**src/rtl/mul_pkg.sv**
```systemverilog
// Shared constants and state encoding for the 8x8 signed shift-add multiplier.
package mul_pkg;

    localparam int WIDTH  = 8;
    localparam int PROD_W = 2 * WIDTH;

    typedef enum logic [2:0] {
        IDLE  = 3'd0,
        LOAD  = 3'd1,
        ACCUM = 3'd2,
        FIX   = 3'd3,
        DONE  = 3'd4
    } state_t;

endpackage

```
**src/rtl/shift_add_sequencer_if.sv**
```systemverilog
// Handshake, operand/result and shift-register control bundle of the sequencer.
interface shift_add_sequencer_if #(
    parameter int WIDTH = mul_pkg::WIDTH
);
    logic                   start;
    logic [WIDTH-1:0]       a_in;
    logic [WIDTH-1:0]       b_in;
    logic [WIDTH-1:0]       num_a;
    logic [WIDTH-1:0]       num_b;
    logic                   load;
    logic                   en;
    logic [2*WIDTH-1:0]     shl_value;
    logic                   shr_lsb;
    logic [2*WIDTH-1:0]     product;
    logic                   busy;
    logic                   done;

    // master: requester plus the upstream shift registers; slave: the sequencer
    modport master (
        output start, a_in, b_in, shl_value, shr_lsb,
        input  num_a, num_b, load, en, product, busy, done
    );

    modport slave (
        input  start, a_in, b_in, shl_value, shr_lsb,
        output num_a, num_b, load, en, product, busy, done
    );
endinterface

```
**src/rtl/signed_magnitude_split.sv**
```systemverilog
// Combinational split of a two's-complement value into sign and unsigned magnitude.
module signed_magnitude_split #(
    parameter int WIDTH = 8
) (
    input  logic [WIDTH-1:0] value,
    output logic             sign,
    output logic [WIDTH-1:0] magnitude
);

    assign sign = value[WIDTH-1];
    // Most negative value maps to 2^(WIDTH-1), still representable unsigned.
    assign magnitude = sign ? ((~value) + WIDTH'(1)) : value;

endmodule

```
**src/rtl/shift_add_sequencer.sv**
```systemverilog
// Control/accumulate stage of the signed shift-add multiplier.
// Define MUL_EARLY_TERM_EN to stop accumulating once the remaining multiplier bits are zero.
module shift_add_sequencer #(
    parameter int WIDTH = mul_pkg::WIDTH
) (
    input  logic                 clk,
    input  logic                 rst_n,
    shift_add_sequencer_if.slave bus
);
    import mul_pkg::*;

    localparam int ACC_W = 2 * WIDTH;
    localparam int CNT_W = (WIDTH > 1) ? $clog2(WIDTH) : 1;

    state_t               state_reg, state_next;
    logic [WIDTH-1:0]     num_a_reg, num_b_reg;
    logic                 neg_reg;
    logic [ACC_W-1:0]     acc_reg;
    logic [ACC_W-1:0]     product_reg;
    logic [CNT_W-1:0]     count_reg;

    logic [WIDTH-1:0]     op_val  [2];
    logic [WIDTH-1:0]     op_mag  [2];
    logic                 op_sign [2];

    assign op_val[0] = bus.a_in;
    assign op_val[1] = bus.b_in;

    generate
        for (genvar gi = 0; gi < 2; gi++) begin : gen_split
            signed_magnitude_split #(.WIDTH(WIDTH)) u_split (
                .value     (op_val[gi]),
                .sign      (op_sign[gi]),
                .magnitude (op_mag[gi])
            );
        end
    endgenerate

    logic last_bit;
    assign last_bit = (count_reg == CNT_W'(WIDTH - 1));

`ifdef MUL_EARLY_TERM_EN
    logic [CNT_W:0] shift_amt;
    logic           rest_zero;
    assign shift_amt = {1'b0, count_reg} + (CNT_W + 1)'(1);
    assign rest_zero = ((num_b_reg >> shift_amt) == '0);
`endif

    always_ff @(posedge clk or negedge rst_n) begin
        if (!rst_n) begin
            state_reg <= IDLE;
        end else begin
            state_reg <= state_next;
        end
    end

    always_comb begin
        state_next = state_reg;
        case (state_reg)
            IDLE: begin
                if (bus.start) begin
                    state_next = LOAD;
                end
            end
            LOAD: begin
`ifdef MUL_EARLY_TERM_EN
                state_next = (num_b_reg == '0) ? FIX : ACCUM;
`else
                state_next = ACCUM;
`endif
            end
            ACCUM: begin
`ifdef MUL_EARLY_TERM_EN
                if (last_bit || rest_zero) begin
                    state_next = FIX;
                end
`else
                if (last_bit) begin
                    state_next = FIX;
                end
`endif
            end
            FIX:     state_next = DONE;
            DONE:    state_next = IDLE;
            default: state_next = IDLE;
        endcase
    end

    always_ff @(posedge clk or negedge rst_n) begin
        if (!rst_n) begin
            num_a_reg   <= '0;
            num_b_reg   <= '0;
            neg_reg     <= 1'b0;
            acc_reg     <= '0;
            count_reg   <= '0;
            product_reg <= '0;
        end else begin
            case (state_reg)
                IDLE: begin
                    if (bus.start) begin
                        neg_reg   <= op_sign[0] ^ op_sign[1];
                        num_a_reg <= op_mag[0];
                        num_b_reg <= op_mag[1];
                    end
                end
                LOAD: begin
                    acc_reg   <= '0;
                    count_reg <= '0;
                end
                ACCUM: begin
                    // shl_value/shr_lsb already reflect this bit position
                    if (bus.shr_lsb) begin
                        acc_reg <= acc_reg + bus.shl_value;
                    end
                    count_reg <= count_reg + CNT_W'(1);
                end
                FIX: begin
                    product_reg <= neg_reg ? (-acc_reg) : acc_reg;
                end
                default: begin
                end
            endcase
        end
    end

    assign bus.num_a   = num_a_reg;
    assign bus.num_b   = num_b_reg;
    assign bus.load    = (state_reg == LOAD);
    assign bus.en      = (state_reg == ACCUM);
    assign bus.done    = (state_reg == DONE);
    assign bus.busy    = (state_reg != IDLE);
    assign bus.product = product_reg;

endmodule
```
**src/flat_wrapper.sv**
```systemverilog
// flat-port wrapper written by rule: the top's interface ports become plain ports
module shift_add_sequencer_flat import mul_pkg::*;
#(
    parameter int WIDTH = mul_pkg::WIDTH
)
  (clk, rst_n, bus_start, bus_a_in, bus_b_in, bus_shl_value, bus_shr_lsb, bus_num_a, bus_num_b, bus_load, bus_en, bus_product, bus_busy, bus_done);
  shift_add_sequencer_if #(.WIDTH(WIDTH)) bus_i ();
  input  logic clk;
  input  logic rst_n;
  input wire logic [$bits(bus_i.start)-1:0] bus_start;
  input wire logic [$bits(bus_i.a_in)-1:0] bus_a_in;
  input wire logic [$bits(bus_i.b_in)-1:0] bus_b_in;
  input wire logic [$bits(bus_i.shl_value)-1:0] bus_shl_value;
  input wire logic [$bits(bus_i.shr_lsb)-1:0] bus_shr_lsb;
  output wire logic [$bits(bus_i.num_a)-1:0] bus_num_a;
  output wire logic [$bits(bus_i.num_b)-1:0] bus_num_b;
  output wire logic [$bits(bus_i.load)-1:0] bus_load;
  output wire logic [$bits(bus_i.en)-1:0] bus_en;
  output wire logic [$bits(bus_i.product)-1:0] bus_product;
  output wire logic [$bits(bus_i.busy)-1:0] bus_busy;
  output wire logic [$bits(bus_i.done)-1:0] bus_done;
  assign bus_i.start = bus_start;
  assign bus_i.a_in = bus_a_in;
  assign bus_i.b_in = bus_b_in;
  assign bus_i.shl_value = bus_shl_value;
  assign bus_i.shr_lsb = bus_shr_lsb;
  assign bus_num_a = bus_i.num_a;
  assign bus_num_b = bus_i.num_b;
  assign bus_load = bus_i.load;
  assign bus_en = bus_i.en;
  assign bus_product = bus_i.product;
  assign bus_busy = bus_i.busy;
  assign bus_done = bus_i.done;
  shift_add_sequencer #(.WIDTH(WIDTH)) u_core (.clk(clk), .rst_n(rst_n), .bus(bus_i));
endmodule
```
**config.mk**
```make
export PLATFORM = sky130hd
export DESIGN_NAME = shift_add_sequencer_flat
export DESIGN_NICKNAME = d
export VERILOG_FILES = /design/src/rtl/mul_pkg.sv /design/src/rtl/shift_add_sequencer_if.sv /design/src/rtl/signed_magnitude_split.sv /design/src/rtl/shift_add_sequencer.sv /design/src/flat_wrapper.sv
export SDC_FILE = /design/constraint.sdc
export NUM_CORES = 1
export LEC_CHECK = 0
export CAP_MARGIN = 20
export CORE_MARGIN = 2
export CORE_UTILIZATION = 32
export CTS_CLUSTER_DIAMETER = 100
export DETAILED_ROUTE_END_ITERATION = 8
export GPL_ROUTABILITY_DRIVEN = 0
export GPL_TIMING_DRIVEN = 1
export PLACE_DENSITY_LB_ADDON = 0.08
export SLEW_MARGIN = 20
export SYNTH_ARGS = -nofsm -noshare
export SYNTH_HDL_FRONTEND = slang
export SYNTH_SLANG_ARGS = --single-unit
```
**constraint.sdc**
```tcl
create_clock -name clk -period 2.2 [get_ports clk]
set_input_delay 0.44 -clock clk [delete_from_list [all_inputs] [get_ports clk]]
set_output_delay 0.44 -clock clk [all_outputs]
set_load 0.02 [all_outputs]
```
==> results.yml <==
outcome:
  status: "completed"
drt:
  post_drt_wl_per_cell_um: 13.6
  via_per_inst: 4.79
  dr.pass1.iters: 5
  drtAntennaViolNets: 0
  drtIter0Drc: 103
  postRouteWirelength_mm: 8.94
  post-route-drc-count: 0
  routed-via-count: 3138
clock_tree:
  cts_hold_buf: 0
  clk_latency_ps: 310
  numCtsBuffers: 5
  cts_tree: "yes"
  numClockSinks: 55
  root_buffer: "clkbuf_8"
  htreeDepth: 2
  clk_pin_slew_ps: 100
  cts_max_path_buffers: 2
cells_and_area:
  regArea_sq_mm: 0.00138
  area_growth_pct: 41.4
  diodes: 0
  multiInputGateArea_sq_mm: 0.00213
  final_nets: 571
  layout-drive-gt1-share: 0.190
  fillers: 1081
  final_area_sq_mm: 0.00501
timing:
  fmax_mhz: 468
  holdWs_ps: 72.5
  max_slew_margin: 0.568
  rsz0062_at_grt: "true"
  fin_crit_sh: 0.971
  tightest_slew_ps: 648
  maxSlewViolCount: 0
  setup_violations: 0
  skew_ps: 4.10
  hold_violations: 0
  layout_min_cycle_time_ps: 2140
power_and_ir_drop:
  power_leakage_uw: 0.00231
  peakVddDrop_mv: 0.492
  p_sw_frac: 0.421
  pwr-share-seq: 0.285
  combPwrFrac: 0.618
  fin_total_pwr_uw: 6280
  power.switching_uw: 2650
  p_clk_frac: 0.097
  p_int_uw: 3640
  pwr_density_cell_mw_per_mm2: 1260
logic_synthesis:
  synth_edf_count: 0
  synth_warnings: 0
  async_reset_ff_frac: 1.00
  synthesis.nets: 455
  ys_types: 51
  syn-cell-area_sq_mm: 0.00354
  synth_area_per_cell_sq_um: 8.90
  ys.flop_type: "dfrtp_1"
  synth-seq-area-share: 0.389
  synthCells: 398
  synth_seq_cells: 55
worst_setup_path:
  crit_family: "simple AND/OR/NAND/NOR gates"
  crit_buf_inv: 0
  end_kind: "flip-flop"
  cp.arrival_ps: 2330
  crit_chain: "or3_1, or3_4, or3_4, o41ai_4, xor2_1, o21ai_1"
  r2r_end: "u_core.bus.product[13]$_DFFE_PN0P_"
  worst_setup_path_start_kind: "flip-flop"
  slowest_delay_ps: 420
  crit_top_cell: "or3_4"
  worstPathRequired_ps: 2390
  path_class: "flip-flop to flip-flop"
  rr_startpoint: "u_core.acc_reg[2]$_DFFE_PN0P_"
  slowest_stage: "dfrtp_1"
  ff2ff_path_depth: 6
  cp_max_fo: 3
  r2r_slack_ps: 60
global_route:
  grt_pass1_vias: 3096
  grt_start_max_net_pins: 39
  grt_pass1_wl_mm: 14.8
  grt_use_total: 0.157
  grt_overflow: 0
  antenna_found_initial: 0
floorplan:
  pin_count: 72
  num_rows: 38
  start_util: 0.327
  die_h_um: 109
  die_x_um: 109
  die_area_sq_mm: 0.0119
  core_area_sq_mm: 0.0108
worst_hold_path:
  hold_class: "input pin to async pin"
place:
  hpwl_mm: 6.89
  dpl_cell_area_sq_mm: 0.00476
  io_buffer_count: 71
flow_run:
  cap_violations: 0
[per-layer routing]
layer  track usage  wire length [um]  up-vias
met4        0.0335                73        0
met5             0                 0        -
met1         0.218              4270     1461
met2         0.260              4270       48
met3        0.0215               318        4
li1              -                 -     1625
[Yosys cell counts, drive strengths merged, types with 2 or more instances]
master | count | area share
a211oi | 2 | 0.0042
a21bo | 2 | 0.0057
a21o | 4 | 0.0085
a21oi | 29 | 0.041
a22o | 5 | 0.012
a31oi | 2 | 0.0035
and2 | 2 | 0.0035
and3 | 3 | 0.0053
and4 | 2 | 0.0049
clkbuf | 16 | 0.023
dfrtp | 55 | 0.39
ha | 20 | 0.071
inv | 19 | 0.020
mux2 | 2 | 0.0064
mux2i | 6 | 0.017
nand2 | 55 | 0.058
nand2b | 3 | 0.0053
nand3 | 5 | 0.0071
nand3b | 2 | 0.0042
nor2 | 28 | 0.030
nor2b | 5 | 0.0088
nor3 | 7 | 0.0099
nor3b | 3 | 0.0064
o211ai | 2 | 0.0042
o21a | 3 | 0.0064
o21ai | 42 | 0.059
o21bai | 2 | 0.0042
o22ai | 2 | 0.0035
o31ai | 7 | 0.019
o41ai | 3 | 0.013
or3 | 11 | 0.022
or4 | 3 | 0.0074
xnor2 | 10 | 0.025
xor2 | 25 | 0.062
[worst max path at each step]
stage                                              from                            endpoint  cells past startpoint
after floorplan           u_core.acc_reg[1]$_DFFE_PN0P_  u_core.bus.product[12]$_DFFE_PN0P_                      8
after global placement                 bus_shl_value[0]      u_core.acc_reg[14]$_DFFE_PN0P_                     10
after detailed placement               bus_shl_value[0]      u_core.acc_reg[14]$_DFFE_PN0P_                     10
after CTS                              bus_shl_value[0]      u_core.acc_reg[14]$_DFFE_PN0P_                     10
after global routing      u_core.acc_reg[2]$_DFFE_PN0P_  u_core.bus.product[13]$_DFFE_PN0P_                      6
final                     u_core.acc_reg[2]$_DFFE_PN0P_  u_core.bus.product[13]$_DFFE_PN0P_                      6
[area by class of cell]
class	instances	share of cell area
multi-input combinational	307	0.426
clock buffer	7	0.0172
timing repair buffer	126	0.231
sequential	55	0.275
tap	140	0.0350
inverter	19	0.0142
clock inverter	1	0.00175
[cell families (layout without fill, tap and decap cells)]
family,after synthesis,in the layout,share of synthesized area
compound gates,110,110,0.196
xor+xnor,35,35,0.0866
fa+ha+maj,21,21,0.0763
buf+inv,36,153,0.0459
flops,55,55,0.389
mux,8,8,0.0233
simple gates,133,133,0.183
[power groups by stage]
stage               combinational (uW)  sequential (uW)  clock, uW
detailed placement                3740             1810          0
floorplan                         1930             2050          0
global route                      4290             1870        684
CTS                               3790             1790        641
finish                            3880             1790        609
global placement                  3710             1800          0
[timing repair]
item / in CTS / in global routing
setup buffers: 1 / 1
pin swaps: 4 / 11
setup endpoints to repair: 7 / 14
resized for setup: 11 / 28
[worst reg2reg max path, delay by kind of cell (launching register included)]
kind            cells  cell delay, ps
simple gates        3            1130
xor+xnor            1             180
compound gates      2             290
flops               1             420
[per-stage QoR]
| stage | util | worst slack [ps] | TNS, ps | cells |
|---|---|---|---|---|
| global route | 0.462 | -39.2 | -108 | 655 |
| finish | 0.462 | 62.8 | 0 | 655 |
| global placement | 0.439 | -421 | -2960 | 645 |
| detailed placement | 0.439 | -519 | -3230 | 645 |
| floorplan | - | 125 | 0 | 398 |
| CTS | 0.451 | -5.25 | -5.25 | 654 |
[placed cells by master (no fill, tap or decap), types with 4 or more instances in the layout]
master            n
xnor2_1          10
dfrtp_1          55
nand2_1          55
a21oi_1          25
nand3_1           5
buf_4            52
inv_1            17
mux2i_1           6
clkbuf_8          6
a22o_1            5
a21o_1            4
o21ai_1           9
nor2b_1           4
or3_1             8
nor3_1            5
o21ai_0          31
o31ai_1           5
a21oi_2           4
ha_1             18
nor2_1           28
dlymetal6s2s_1    4
clkdlybuf4s50_1  65
xor2_1           25
Note: power is estimated with default switching activity, not from simulation.
